--- src/rtl/led_p2s_pkg.sv ---
// Shared definitions for the LED parallel-to-serial shifter.
// Contents:
//   p2s_state_e - transfer FSM states (IDLE=0, SHIFT=1, LATCH=2)
//   cnt_w()     - counter width able to hold 0..n without wrapping
package led_p2s_pkg;

  typedef enum logic [1:0] {
    StIdle  = 2'd0,
    StShift = 2'd1,
    StLatch = 2'd2
  } p2s_state_e;

  function automatic int unsigned cnt_w(input int unsigned n);
    return $clog2(n) + 1;
  endfunction

endpackage

--- src/rtl/p2s_phase_tick.sv ---
// Half-period phase counter for serial drivers.
// Counts system-clock cycles while enabled and emits a one-cycle tick in the
// last cycle of every HALF-cycle half-period.
// Ports:
//   clk   - system clock
//   rst_n - asynchronous active-low reset
//   clr   - synchronous clear; counter restarts at zero, no tick
//   en    - count enable
//   tick  - high in the final cycle of each half-period
module p2s_phase_tick
  import led_p2s_pkg::*;
#(
  parameter int unsigned HALF = 2
) (
  input  logic clk,
  input  logic rst_n,
  input  logic clr,
  input  logic en,
  output logic tick
);

  localparam int unsigned CW = cnt_w(HALF);
  localparam logic [CW-1:0] LAST = CW'(HALF - 1);

  logic [CW-1:0] cnt_q, cnt_d;

  assign tick = en && !clr && (cnt_q == LAST);

  always_comb begin
    cnt_d = cnt_q;
    if (clr) begin
      cnt_d = '0;
    end else if (en) begin
      cnt_d = (cnt_q == LAST) ? '0 : cnt_q + CW'(1);
    end
  end

  always_ff @(posedge clk or negedge rst_n) begin
    if (!rst_n) begin
      cnt_q <= '0;
    end else begin
      cnt_q <= cnt_d;
    end
  end

endmodule

--- src/rtl/led_p2s.sv ---
// Parallel-to-serial shifter for the external 74HC595-style LED register chain.
// Shifts par_data out MSB-first with a self-generated serial clock, then pulses
// the storage latch. All outputs are registered.
// Ports:
//   clk      - system clock
//   rst_n    - asynchronous active-low reset
//   start    - transfer request, sampled only while idle
//   par_data - word captured on the accepted start edge
//   busy     - high while a transfer is in progress
//   done     - one-cycle pulse in the first idle cycle after a transfer
//   sclk     - serial shift clock (HALF cycles low, HALF cycles high per bit)
//   sdata    - serial data, changes only at the start of a low phase
//   latch    - storage strobe, high for HALF cycles after the last bit
module led_p2s
  import led_p2s_pkg::*;
#(
  parameter int unsigned DATA_W = 8,
  parameter int unsigned HALF   = 2
) (
  input  logic              clk,
  input  logic              rst_n,
  input  logic              start,
  input  logic [DATA_W-1:0] par_data,
  output logic              busy,
  output logic              done,
  output logic              sclk,
  output logic              sdata,
  output logic              latch
);

  localparam int unsigned BW = cnt_w(DATA_W);
  localparam logic [BW-1:0] LAST_BIT = BW'(DATA_W - 1);

  p2s_state_e        state_q, state_d;
  logic [DATA_W-1:0] shift_q, shift_d;
  logic [BW-1:0]     bit_q, bit_d;
  logic              hi_q, hi_d;  // current half of the bit: 0 = sclk low, 1 = sclk high
  logic              tick;
  logic              busy_d, done_d, sclk_d, sdata_d, latch_d;

  // Idle holds the counter cleared so every transfer starts on a fresh half-period.
  p2s_phase_tick #(
    .HALF(HALF)
  ) u_phase_tick (
    .clk  (clk),
    .rst_n(rst_n),
    .clr  (state_q == StIdle),
    .en   (state_q != StIdle),
    .tick (tick)
  );

  // State register
  always_ff @(posedge clk or negedge rst_n) begin
    if (!rst_n) begin
      state_q <= StIdle;
      shift_q <= '0;
      bit_q   <= '0;
      hi_q    <= 1'b0;
    end else begin
      state_q <= state_d;
      shift_q <= shift_d;
      bit_q   <= bit_d;
      hi_q    <= hi_d;
    end
  end

  // Next-state logic
  always_comb begin
    state_d = state_q;
    shift_d = shift_q;
    bit_d   = bit_q;
    hi_d    = hi_q;
    unique case (state_q)
      StIdle: begin
        if (start) begin
          state_d = StShift;
          shift_d = par_data;
          bit_d   = '0;
          hi_d    = 1'b0;
        end
      end
      StShift: begin
        if (tick) begin
          if (!hi_q) begin
            hi_d = 1'b1;
          end else begin
            // End of the high phase: advance to the next bit.
            hi_d    = 1'b0;
            shift_d = shift_q << 1;
            bit_d   = bit_q + BW'(1);
            if (bit_q == LAST_BIT) begin
              state_d = StLatch;
            end
          end
        end
      end
      StLatch: begin
        if (tick) begin
          state_d = StIdle;
        end
      end
      default: state_d = StIdle;
    endcase
  end

  // Outputs are decoded from the next state so the registered copies line up
  // with the state they describe.
  always_comb begin
    busy_d  = (state_d != StIdle);
    done_d  = (state_q == StLatch) && (state_d == StIdle);
    sclk_d  = (state_d == StShift) && hi_d;
    sdata_d = (state_d == StShift) && shift_d[DATA_W-1];
    latch_d = (state_d == StLatch);
  end

  always_ff @(posedge clk or negedge rst_n) begin
    if (!rst_n) begin
      busy  <= 1'b0;
      done  <= 1'b0;
      sclk  <= 1'b0;
      sdata <= 1'b0;
      latch <= 1'b0;
    end else begin
      busy  <= busy_d;
      done  <= done_d;
      sclk  <= sclk_d;
      sdata <= sdata_d;
      latch <= latch_d;
    end
  end

endmodule

--- config.mk ---
export PLATFORM = sky130hd
export DESIGN_NAME = led_p2s
export DESIGN_NICKNAME = d
export VERILOG_FILES = /design/src/rtl/led_p2s_pkg.sv /design/src/rtl/p2s_phase_tick.sv /design/src/rtl/led_p2s.sv
export SDC_FILE = /design/constraint.sdc
export NUM_CORES = 1
export LEC_CHECK = 0
export ABC_AREA = 1
export BUFFER_PORTS_ARGS = -buffer_cell sky130_fd_sc_hd__buf_2
export CORE_ASPECT_RATIO = 1.4
export CORE_UTILIZATION = 40
export CTS_BUF_LIST = sky130_fd_sc_hd__clkbuf_16
export DETAILED_ROUTE_END_ITERATION = 10
export PLACE_DENSITY = 0.64
export SLEW_MARGIN = 15
export SYNTH_ARGS = -nofsm -noshare
export SYNTH_HDL_FRONTEND = slang
export SYNTH_SLANG_ARGS = --single-unit
--- constraint.sdc ---
create_clock -name clk -period 2.5 [get_ports clk]
set_input_delay 0 -clock clk [delete_from_list [all_inputs] [get_ports clk]]
set_output_delay 0 -clock clk [all_outputs]
set_load 0.05 [all_outputs]
==> metrics.txt, run 1 <==
met1 GRT Util 17.5%; Pint 0.000992 W; Final Cycle Share 52.7%; register area share after synthesis 53.8%; Remaining DRCs 0; Crit Path Max Fanout 17; Fmax achieved 0.759 GHz; met2 GRT Util 30.5%; H-Tree Depth 1; Ports 16; worst path cell trace inv_2 -> nor2_4 -> nand3_4 -> o21ai_0 -> a21oi_1; sequential power share 36.3%; Worst-path clk slew 0.06 ns; number of global-route vias before repair 767; post-synthesis cell count 112; global-route wire length before repair 3240 µm; Placed Area 0.00112 mm²; R2R depth 5; worst-skew pair later-pin latency 0.25 ns; FP Rows 21; CP max-delay cell dfrtp_1; total global routing overflow 0; yosys warns 0; Finished Core Util 54.3%; Net Switching 0.000580 W; vias per cell 4.66; CP endpoint kind flop; status finished clean; drt first pass iters 4; Total GRT Usage 16.6%; most common cell after layout, fill and taps aside nand2_1; CTS tree built; Net Sw Frac 36.9%; Most Crowded Layer GR met2; final hold viol count 0; Slew Limit Headroom 67.1%; deepest clock path buffer count 2; ANT cells 0; Worst setup SP type flop; Tightest Hold Check Type primary input to flop; HPWL Detailed 1320 µm; Core Region 0.00242 mm²; Final Instance Count excl. Fillers 172; r2r setup slk 1.18 ns; CTS root buffer clkbuf_16; placed cell count 159; synthesized flop and latch total 22; kind of critical path flop to flop; Slew Viols, Final 0; Post-CTS Setup Inserts 0; critical path launch point state_q[0]$_DFF_PN0_; most frequent cells in the layout 29 x nand2_1, 22 x dfrtp_1, 17 x nand3_1, 15 x buf_2, 10 x inv_1; Sink Count 22; net count after synthesis 124; leakage power 0.679 nW; setup TNS 0 ns; Tmin final 1.32 ns; Crit path largest cell delay 0.43 ns; reg-to-reg startpoint state_q[0]$_DFF_PN0_; register area 551 µm²; wire per inst 11.4 µm; Area Growth Syn to Fin 28.4%; Nets 151; PwrDens 1200 mW/mm²; Setup crit end bit_q[2]$_DFFE_PN0P_; total number of vias 801; # fillers 225; initial core utilization 42.3%; CTS resizes 0; Syn Area/Cell 9.14 µm²; initial antenna violation count 0; Inserted Clock Buffers 3; Worst VDD drop 0.000572 V; Finish-stage setup viols 0; final non-filler cell area 0.00131 mm²; Die Height 61.9 µm; DRT iter0 DRCs 21; Max-Cap Viols 0; Arr. time, crit path 1.45 ns; mapped cell area 0.00102 mm²; IO Port Bufs 15; met3 GRT Util 3.47%; Worst R2R End bit_q[2]$_DFFE_PN0P_; largest net degree at the start of global routing 23; area of the multi-input gates 400 µm²; RSZ-0062 raised after global routing false; drt total wl 1970 µm; Worst Max-Slew Pin Slew 0.494 ns; Logic pwr share 35.4%; Crit path required time 2.63 ns; Die X 44.8 µm; Synth cell types 24; clock network power share 28.3%; layout cells sized above 1 21.0%; Die ar. 0.00277 mm²; routability congestion estimate 0.745; post-route setup slack 1.18 ns; Place WS 1.21 ns; Final ANT Viol Nets 0; Clock Skew 0.00169 ns
Yosys cell counts (all sizes together):
| cell | number | area share, % |
|---|---|---|
| ha | 1 | 1.2 |
| nor4 | 1 | 0.61 |
| o21ai | 4 | 2.3 |
| nand2 | 31 | 12 |
| xor2 | 1 | 0.86 |
| inv | 11 | 4.0 |
| a21oi | 1 | 0.49 |
| a21boi | 1 | 0.73 |
| o211ai | 1 | 1.2 |
| buf | 2 | 2.2 |
| nor3 | 3 | 1.5 |
| o21a | 1 | 0.73 |
| dfrtp | 22 | 54 |
| clkinv | 1 | 0.86 |
| nand4 | 1 | 0.61 |
| nand3 | 19 | 11 |
| nor2 | 11 | 5.5 |
worst max-delay path, delay by kind of cell (launching register included):
family / cells / cell delay [ns]
and+or+nand+nor: 2 / 0.34
AOI/OAI and AO/OA: 2 / 0.35
buffers and inverters: 1 / 0.08
DFF: 1 / 0.43
worst min path at each step:
stage / cells past startpoint / from / endpoint / slack, ns
2_1_floorplan: 0 / rst_n / bit_q[0]$_DFFE_PN0P_ / -0.30
3_3_place_gp: 1 / rst_n / bit_q[2]$_DFFE_PN0P_ / -0.009
3_5_place_dp: 1 / rst_n / bit_q[1]$_DFFE_PN0P_ / -0.005
4_1_cts: 4 / start / shift_q[7]$_DFF_PN0_ / 0.12
5_1_grt: 4 / start / shift_q[7]$_DFF_PN0_ / 0.15
6_report: 4 / start / shift_q[7]$_DFF_PN0_ / 0.13
kinds of logic after synthesis:
family | share of synthesized area, %
adder cells (fa/ha/maj) | 1.22
AO/OA/AOI/OAI | 5.50
buffers and inverters | 7.09
flip-flops | 53.8
AND/OR/NAND/NOR | 31.5
XOR/XNOR | 0.856
registers in the layout, indices dropped and copies added, names as in the netlist:
name / cells
shift_q: 8
bit_q: 4
state_q: 2
u_phase_tick.cnt_q: 2
busy: 1
done: 1
hi_q: 1
latch: 1
sclk: 1
sdata: 1
through the flow:
step	hold WS, ns	total power, W
3_3_place_gp	-0.00947	0.00112
3_5_place_dp	-0.00539	0.00113
4_1_cts	0.122	0.00158
2_1_floorplan	-0.296	0.00102
5_1_grt	0.146	0.00167
6_report	0.127	0.00157
power groups by stage:
stage,Clock (W),Sequential (W),Combinational (W)
after global placement,0,0.000576,0.000540
final,0.000445,0.000571,0.000556
after global routing,0.000462,0.000587,0.000625
after CTS,0.000451,0.000571,0.000563
after floorplan,0,0.000634,0.000387
after detailed placement,0,0.000578,0.000548
metal layers:
| layer | part of all wire, % | vias to the layer above |
|---|---|---|
| met5 | 0 | - |
| met4 | 1.8 | 0 |
| met3 | 2.5 | 4 |
| met2 | 55 | 17 |
| met1 | 41 | 367 |
| li1 | - | 413 |
layout make-up:
| class | instances | share of cell area, % |
|---|---|---|
| sequential | 22 | 41.9 |
| multi-input combinational | 76 | 30.5 |
| timing repair buffer | 24 | 12.6 |
| clock buffer | 3 | 5.71 |
| inverter | 12 | 3.81 |
| tap | 34 | 3.24 |
| clock inverter | 1 | 2.29 |
what timing repair did:
action / 4_1_cts / 5_1_grt
endpoints found under the setup margin: 0 / 0
endpoints found under the hold margin: 30 / 0
hold buffers: 9 / 0
No activity file was read; power rests on OpenSTA's default activity.
==> run 2, diff against run 1 <==
- clock period: 2.5 -> 1.3 ns (I/O delays scaled with it)
==> run 2 against run 1 <==
  * Core utilization grew 3.4 points
  * Sequential power grew 89%
  * Sequential share of layout area shrank 2.4 points
  * Critical endpoint is now bit_q[0]$_DFFE_PN0P_
  * Clock skew is essentially flat
  * Critical path depth grew 1
  * Clock power grew 92%
  * Hold slack lost 0.12 ns
  * Largest cell class unchanged
  * Setup slack lost 1.2 ns
  * Clock-buffer cell count is the same
  * Routed wire length grew 5.8%
  * Critical path type unchanged
==> metrics.txt, run 2 (same netlist as run 1, synthesis figures left out) <==
Slew Limit Headroom 67.7% (was 67.1%); Design Power 0.00325 W (was 0.00157 W); wire per inst 11.5 µm (was 11.4 µm); drt total wl 2080 µm (was 1970 µm); total number of vias 867 (was 801); Worst-path clk slew 0.06 ns (about the same); worst-skew pair later-pin latency 0.25 ns (about the same); IO Port Bufs 15 (unchanged); Worst Max-Slew Pin Slew 0.485 ns (was 0.494 ns); Die X 44.8 µm (unchanged); Total GRT Usage 16.6% (about the same); Largest Register shift_q (unchanged); Max-Cap Viols 0 (unchanged); Inserted Clock Buffers 3 (unchanged); global-route wire length before repair 3290 µm (was 3240 µm); Worst setup SP type flop (unchanged); largest net degree at the start of global routing 23 (unchanged); Tmin final 1.27 ns (was 1.32 ns); Fmax achieved 0.788 GHz (was 0.759 GHz); Final Cycle Share 97.6% (was 52.7%); vias per cell 4.79 (was 4.66); Ports 16 (unchanged); Crit Path Max Fanout 12 (was 17); Finish-stage setup viols 0 (unchanged); Arr. time, crit path 1.41 ns (was 1.45 ns); status finished clean (unchanged); critical path launch point state_q[0]$_DFF_PN0_ (unchanged); Tightest Hold Check Type primary input to flop (unchanged); Die ar. 0.00277 mm² (unchanged); Slew Viols, Final 0 (unchanged); Remaining DRCs 0 (unchanged); leakage power 0.712 nW (was 0.679 nW); Worst VDD drop 0.00134 V (was 0.000572 V); Nets 160 (was 151); setup TNS 0 ns (unchanged); Crit path required time 1.44 ns (was 2.63 ns); Sink Count 22 (unchanged); initial core utilization 42.3% (unchanged); Finished Core Util 57.7% (was 54.3%); number of global-route vias before repair 808 (was 767); r2r setup slk 0.03 ns (was 1.18 ns); Area Growth Syn to Fin 36.3% (was 28.4%); biggest regs shift_q: 8 flops, bit_q: 4 flops (unchanged); Worst R2R End bit_q[0]$_DFFE_PN0P_ (was bit_q[2]$_DFFE_PN0P_); DRT iter0 DRCs 11 (was 21); H-Tree Depth 1 (unchanged); final hold viol count 0 (unchanged); kind of critical path flop to flop (unchanged); reg-to-reg startpoint state_q[0]$_DFF_PN0_ (unchanged); R2R depth 6 (was 5); CTS root buffer clkbuf_16 (unchanged); final non-filler cell area 0.00140 mm² (was 0.00131 mm²); most common cell after layout, fill and taps aside nand2_1 (unchanged); Largest register FFs 8 (unchanged); ANT cells 0 (unchanged); layout cells sized above 1 28.6% (was 21.0%); RSZ-0062 raised after global routing true (was false); PwrDens 2330 mW/mm² (was 1200 mW/mm²); CTS tree built (unchanged); Core Region 0.00242 mm² (unchanged); drt first pass iters 4 (unchanged); HPWL Detailed 1400 µm (was 1320 µm); Setup crit end bit_q[0]$_DFFE_PN0P_ (was bit_q[2]$_DFFE_PN0P_); total global routing overflow 0 (unchanged); CP endpoint kind flop (unchanged); initial antenna violation count 0 (unchanged); Placed Area 0.00117 mm² (was 0.00112 mm²); deepest clock path buffer count 2 (unchanged); most frequent cells in the layout 28 x nand2_1, 22 x dfrtp_1, 17 x nand3_1, 15 x buf_2 (was 29 x nand2_1, 22 x dfrtp_1, 17 x nand3_1, 15 x buf_2, 10 x inv_1); routability congestion estimate 0.725 (was 0.745); Clock Skew 0.00178 ns (was 0.00169 ns); Die Height 61.9 µm (unchanged); FP Rows 21 (unchanged); Final ANT Viol Nets 0 (unchanged)
==> run 2: how the worst min path moves through the flow <==
stage,cells after the start,start,end
finish,3,par_data[7],shift_q[7]$_DFF_PN0_
global route,3,par_data[7],shift_q[7]$_DFF_PN0_
CTS,3,par_data[7],shift_q[7]$_DFF_PN0_
detailed placement,1,rst_n,bit_q[2]$_DFFE_PN0P_
global placement,1,rst_n,bit_q[2]$_DFFE_PN0P_
floorplan,0,rst_n,bit_q[0]$_DFFE_PN0P_
==> run 2: repair_timing <==
| item | in CTS | in global routing |
|---|---|---|
| endpoints found under the hold margin | 29 | 0 |
| gates resized for setup | 0 | 5 |
| setup endpoints to repair | 0 | 11 |
| hold buffers | 8 | 0 |
| buffers inserted | 0 | 2 |
==> run 2: final cells by class <==
| type | instances | area (µm²) |
|---|---|---|
| clock buffer | 3 | 75.1 |
| clock inverter | 1 | 30.0 |
| fill | 227 | 1020 |
| inverter | 12 | 50.0 |
| multi-input combinational | 77 | 424 |
| sequential | 22 | 551 |
| tap | 34 | 42.5 |
| timing repair buffer | 32 | 223 |
==> run 2: where the power goes <==
group,switching (W),total [W],internal (W)
Sequential,0.000155,0.00108,0.000929
Combinational,0.000798,0.00131,0.000509
Clock,0.000243,0.000854,0.000611
==> run 2: per-layer routing <==
layer	vias up	track usage [%]	share of wire, %
met3	5	3.47	3.6
met5	-	0	0
met4	0	6.49	1.9
met1	402	18.2	40
li1	435	-	-
met2	25	31.1	54
==> run 2: through the flow <==
stage          setup WS (ns)  std cells  hold slack [ns]
2_1_floorplan          0.183        112           -0.296
3_3_place_gp          0.0790        166         -0.00863
3_5_place_dp          0.0436        166         -0.00644
4_1_cts               0.0347        178          0.00101
5_1_grt              -0.0392        181           0.0352
6_report              0.0308        181           0.0108
==> run 2: worst max-delay path: stages (launching register included) <==
cell	delay [ns]
dfrtp_1	0.41
buf_4	0.15
nor2_4	0.17
nand2_8	0.12
buf_4	0.16
nand3_1	0.09
o21ai_2	0.06
==> run 3, diff against run 2 <==
- CELL_PAD_IN_SITES_DETAIL_PLACEMENT: not set -> 2
- CELL_PAD_IN_SITES_GLOBAL_PLACEMENT: not set -> 2
- CORE_UTILIZATION: 40 -> 33
- CTS_CLUSTER_DIAMETER: not set -> 60
- PLACE_DENSITY: 0.64 -> 0.8
==> run 3 against run 2 <==
  * Clock power shrank 25%
  * First-iteration DRC count fell by 36%
  * Cell area grew 1.2%
  * Power down 0.69%
  * Via count is 3.8% higher
  * Non-clock buffer count is 1 higher
  * Sequential share of layout area decreased by 0.28 points
  * Die area increased by 20%
  * Maximum frequency is 0.30% higher
  * Core utilization down 9.2 points
  * Global-route usage rose by 2.6 points
  * Hold slack got worse by 0.0019 ns
==> metrics.txt, run 3 (same netlist as run 1, synthesis figures left out) <==
status finished clean (unchanged); wire per inst 15.5 µm (was 11.5 µm); Final Cycle Share 97.3% (was 97.6%); Nets 161 (was 160); r2r setup slk 0.03 ns (about the same); CTS tree built (unchanged); R2R depth 6 (unchanged); Slew Viols, Final 0 (unchanged); Design Power 0.00322 W (was 0.00325 W); CTS root buffer clkbuf_16 (unchanged); Worst setup SP type flop (unchanged); worst path cell trace nor2_4 -> nor2_1 -> nand2_1 -> inv_1 -> nand2_1 -> nand4_1 (was buf_4 -> nor2_4 -> nand2_8 -> buf_4 -> nand3_1 -> o21ai_2); leakage power 0.708 nW (was 0.712 nW); Slew Limit Headroom 66.1% (was 67.7%); Core Region 0.00291 mm² (was 0.00242 mm²); final non-filler cell area 0.00141 mm² (was 0.00140 mm²); Area Growth Syn to Fin 37.9% (was 36.3%); most frequent cells in the layout 27 x nand2_1, 20 x dfrtp_1, 16 x nand3_1, 15 x buf_2, 10 x inv_1 (was 28 x nand2_1, 22 x dfrtp_1, 17 x nand3_1, 15 x buf_2); H-Tree Depth 1 (unchanged); layout cells sized above 1 32.0% (was 28.6%); Placed Area 0.00114 mm² (was 0.00117 mm²); Sink Count 22 (unchanged); final hold viol count 0 (unchanged); CP most frequent cell nand2_1 (was buf_4); Largest register FFs 8 (unchanged); Ports 16 (unchanged); CP endpoint kind flop (unchanged); Die ar. 0.00333 mm² (was 0.00277 mm²); placed cell count 165 (was 166); CP max-delay cell dfrtp_2 (was dfrtp_1); total global routing overflow 0 (unchanged); Largest Register shift_q (unchanged); Place WS -0.0739 ns (was 0.0436 ns); Arr. time, crit path 1.38 ns (was 1.41 ns); Worst-path clk slew 0.05 ns (was 0.06 ns); Tmin final 1.27 ns (about the same); Crit path required time 1.41 ns (was 1.44 ns); Worst Hold Depth 3 (unchanged); initial core utilization 35.2% (was 42.3%); Total GRT Usage 19.2% (was 16.6%); Inserted Clock Buffers 3 (unchanged); Crit path largest cell delay 0.44 ns (was 0.41 ns); biggest regs shift_q: 8 flops, bit_q: 4 flops (unchanged); post-route setup slack 0.0346 ns (was 0.0308 ns); Worst VDD drop 0.000967 V (was 0.00134 V); total number of vias 900 (was 867); kind of critical path flop to flop (unchanged); deepest clock path buffer count 2 (unchanged); PwrDens 2280 mW/mm² (was 2330 mW/mm²); drt first pass iters 2 (was 4); Die Height 67.9 µm (was 61.9 µm); Crit Path Max Fanout 4 (was 12); ANT cells 0 (unchanged); RSZ-0062 raised after global routing true (unchanged); largest net degree at the start of global routing 23 (unchanged); Die X 49.1 µm (was 44.8 µm); Remaining DRCs 0 (unchanged); number of global-route vias before repair 1005 (was 808); drt total wl 2840 µm (was 2080 µm); Finished Core Util 48.6% (was 57.7%); global-route wire length before repair 4710 µm (was 3290 µm); initial antenna violation count 0 (unchanged); vias per cell 4.89 (was 4.79); # fillers 315 (was 227); Final Instance Count excl. Fillers 184 (was 181); Max-Cap Viols 0 (unchanged); IO Port Bufs 15 (unchanged); Tightest Hold Check Type primary input to flop (unchanged); most common cell after layout, fill and taps aside nand2_1 (unchanged); HPWL Detailed 1840 µm (was 1400 µm); Worst Max-Slew Pin Slew 0.508 ns (was 0.485 ns); Final ANT Viol Nets 0 (unchanged); Finish-stage setup viols 0 (unchanged); routability congestion estimate 0.732 (was 0.725); Fmax achieved 0.790 GHz (was 0.788 GHz); DRT iter0 DRCs 7 (was 11); Clock Skew 0.00487 ns (was 0.00178 ns); worst-skew pair later-pin latency 0.25 ns (about the same); FP Rows 23 (was 21)
## run 3: final timing paths
check | from | end
max in group asynchronous | rst_n | state_q[1]$_DFF_PN0_
worst min-delay path | par_data[7] | shift_q[7]$_DFF_PN0_
worst max-delay path | state_q[0]$_DFF_PN0_ | busy$_DFF_PN0_
worst min register to register | u_phase_tick.cnt_q[0]$_DFF_PN0_ | u_phase_tick.cnt_q[0]$_DFF_PN0_
worst max register to register | state_q[0]$_DFF_PN0_ | busy$_DFF_PN0_
min in group asynchronous | rst_n | shift_q[1]$_DFFE_PN0P_
## run 3: worst max-delay path, delay by kind of cell (launching register included)
kind          cells  cell delay, ns
simple gates      5            0.64
flops             1            0.44
buf+inv           1            0.05
## run 3: final cells by class
| cell class | count | area, µm² | area share (%) |
|---|---|---|---|
| Clock buffer | 3 | 75.1 | 5.32 |
| Inverter | 12 | 52.6 | 3.72 |
| Multi-Input combinational cell | 77 | 442 | 31.3 |
| Sequential cell | 22 | 553 | 39.2 |
| Tap cell | 37 | 46.3 | 3.28 |
| Timing Repair Buffer | 33 | 243 | 17.2 |
## run 3: where the power goes
part / switching, W / internal (W) / total, W
clock network: 0.000231 / 0.000406 / 0.000637
logic: 0.000889 / 0.000579 / 0.00147
registers: 0.000185 / 0.000932 / 0.00112
## run 3: repair_timing
item / 4_1_cts / 5_1_grt
hold buffers: 8 / 0
gates resized for setup: 2 / 11
cloned: 1 / 0
buffers inserted: 2 / 5
endpoints found under the setup margin: 8 / 15
hold endpoints to repair: 29 / 0
pin swaps: 0 / 3
## run 3: metrics by stage
step,TNS (ns),hold WS (ns)
after floorplan,0,-0.296
after global placement,-0.0310,-0.00180
after detailed placement,-0.308,0.000973
after CTS,0,0.0151
after global routing,-0.205,0.0288
final,0,0.00886
## run 3: routing by layer
metal / wire length (µm) / vias up / GRT usage, %
li1: - / 432 / -
met1: 1140 / 445 / 21.7
met2: 1600 / 17 / 36.5
met3: 50 / 6 / 2.00
met4: 57 / 0 / 8.46
met5: 0 / - / 0
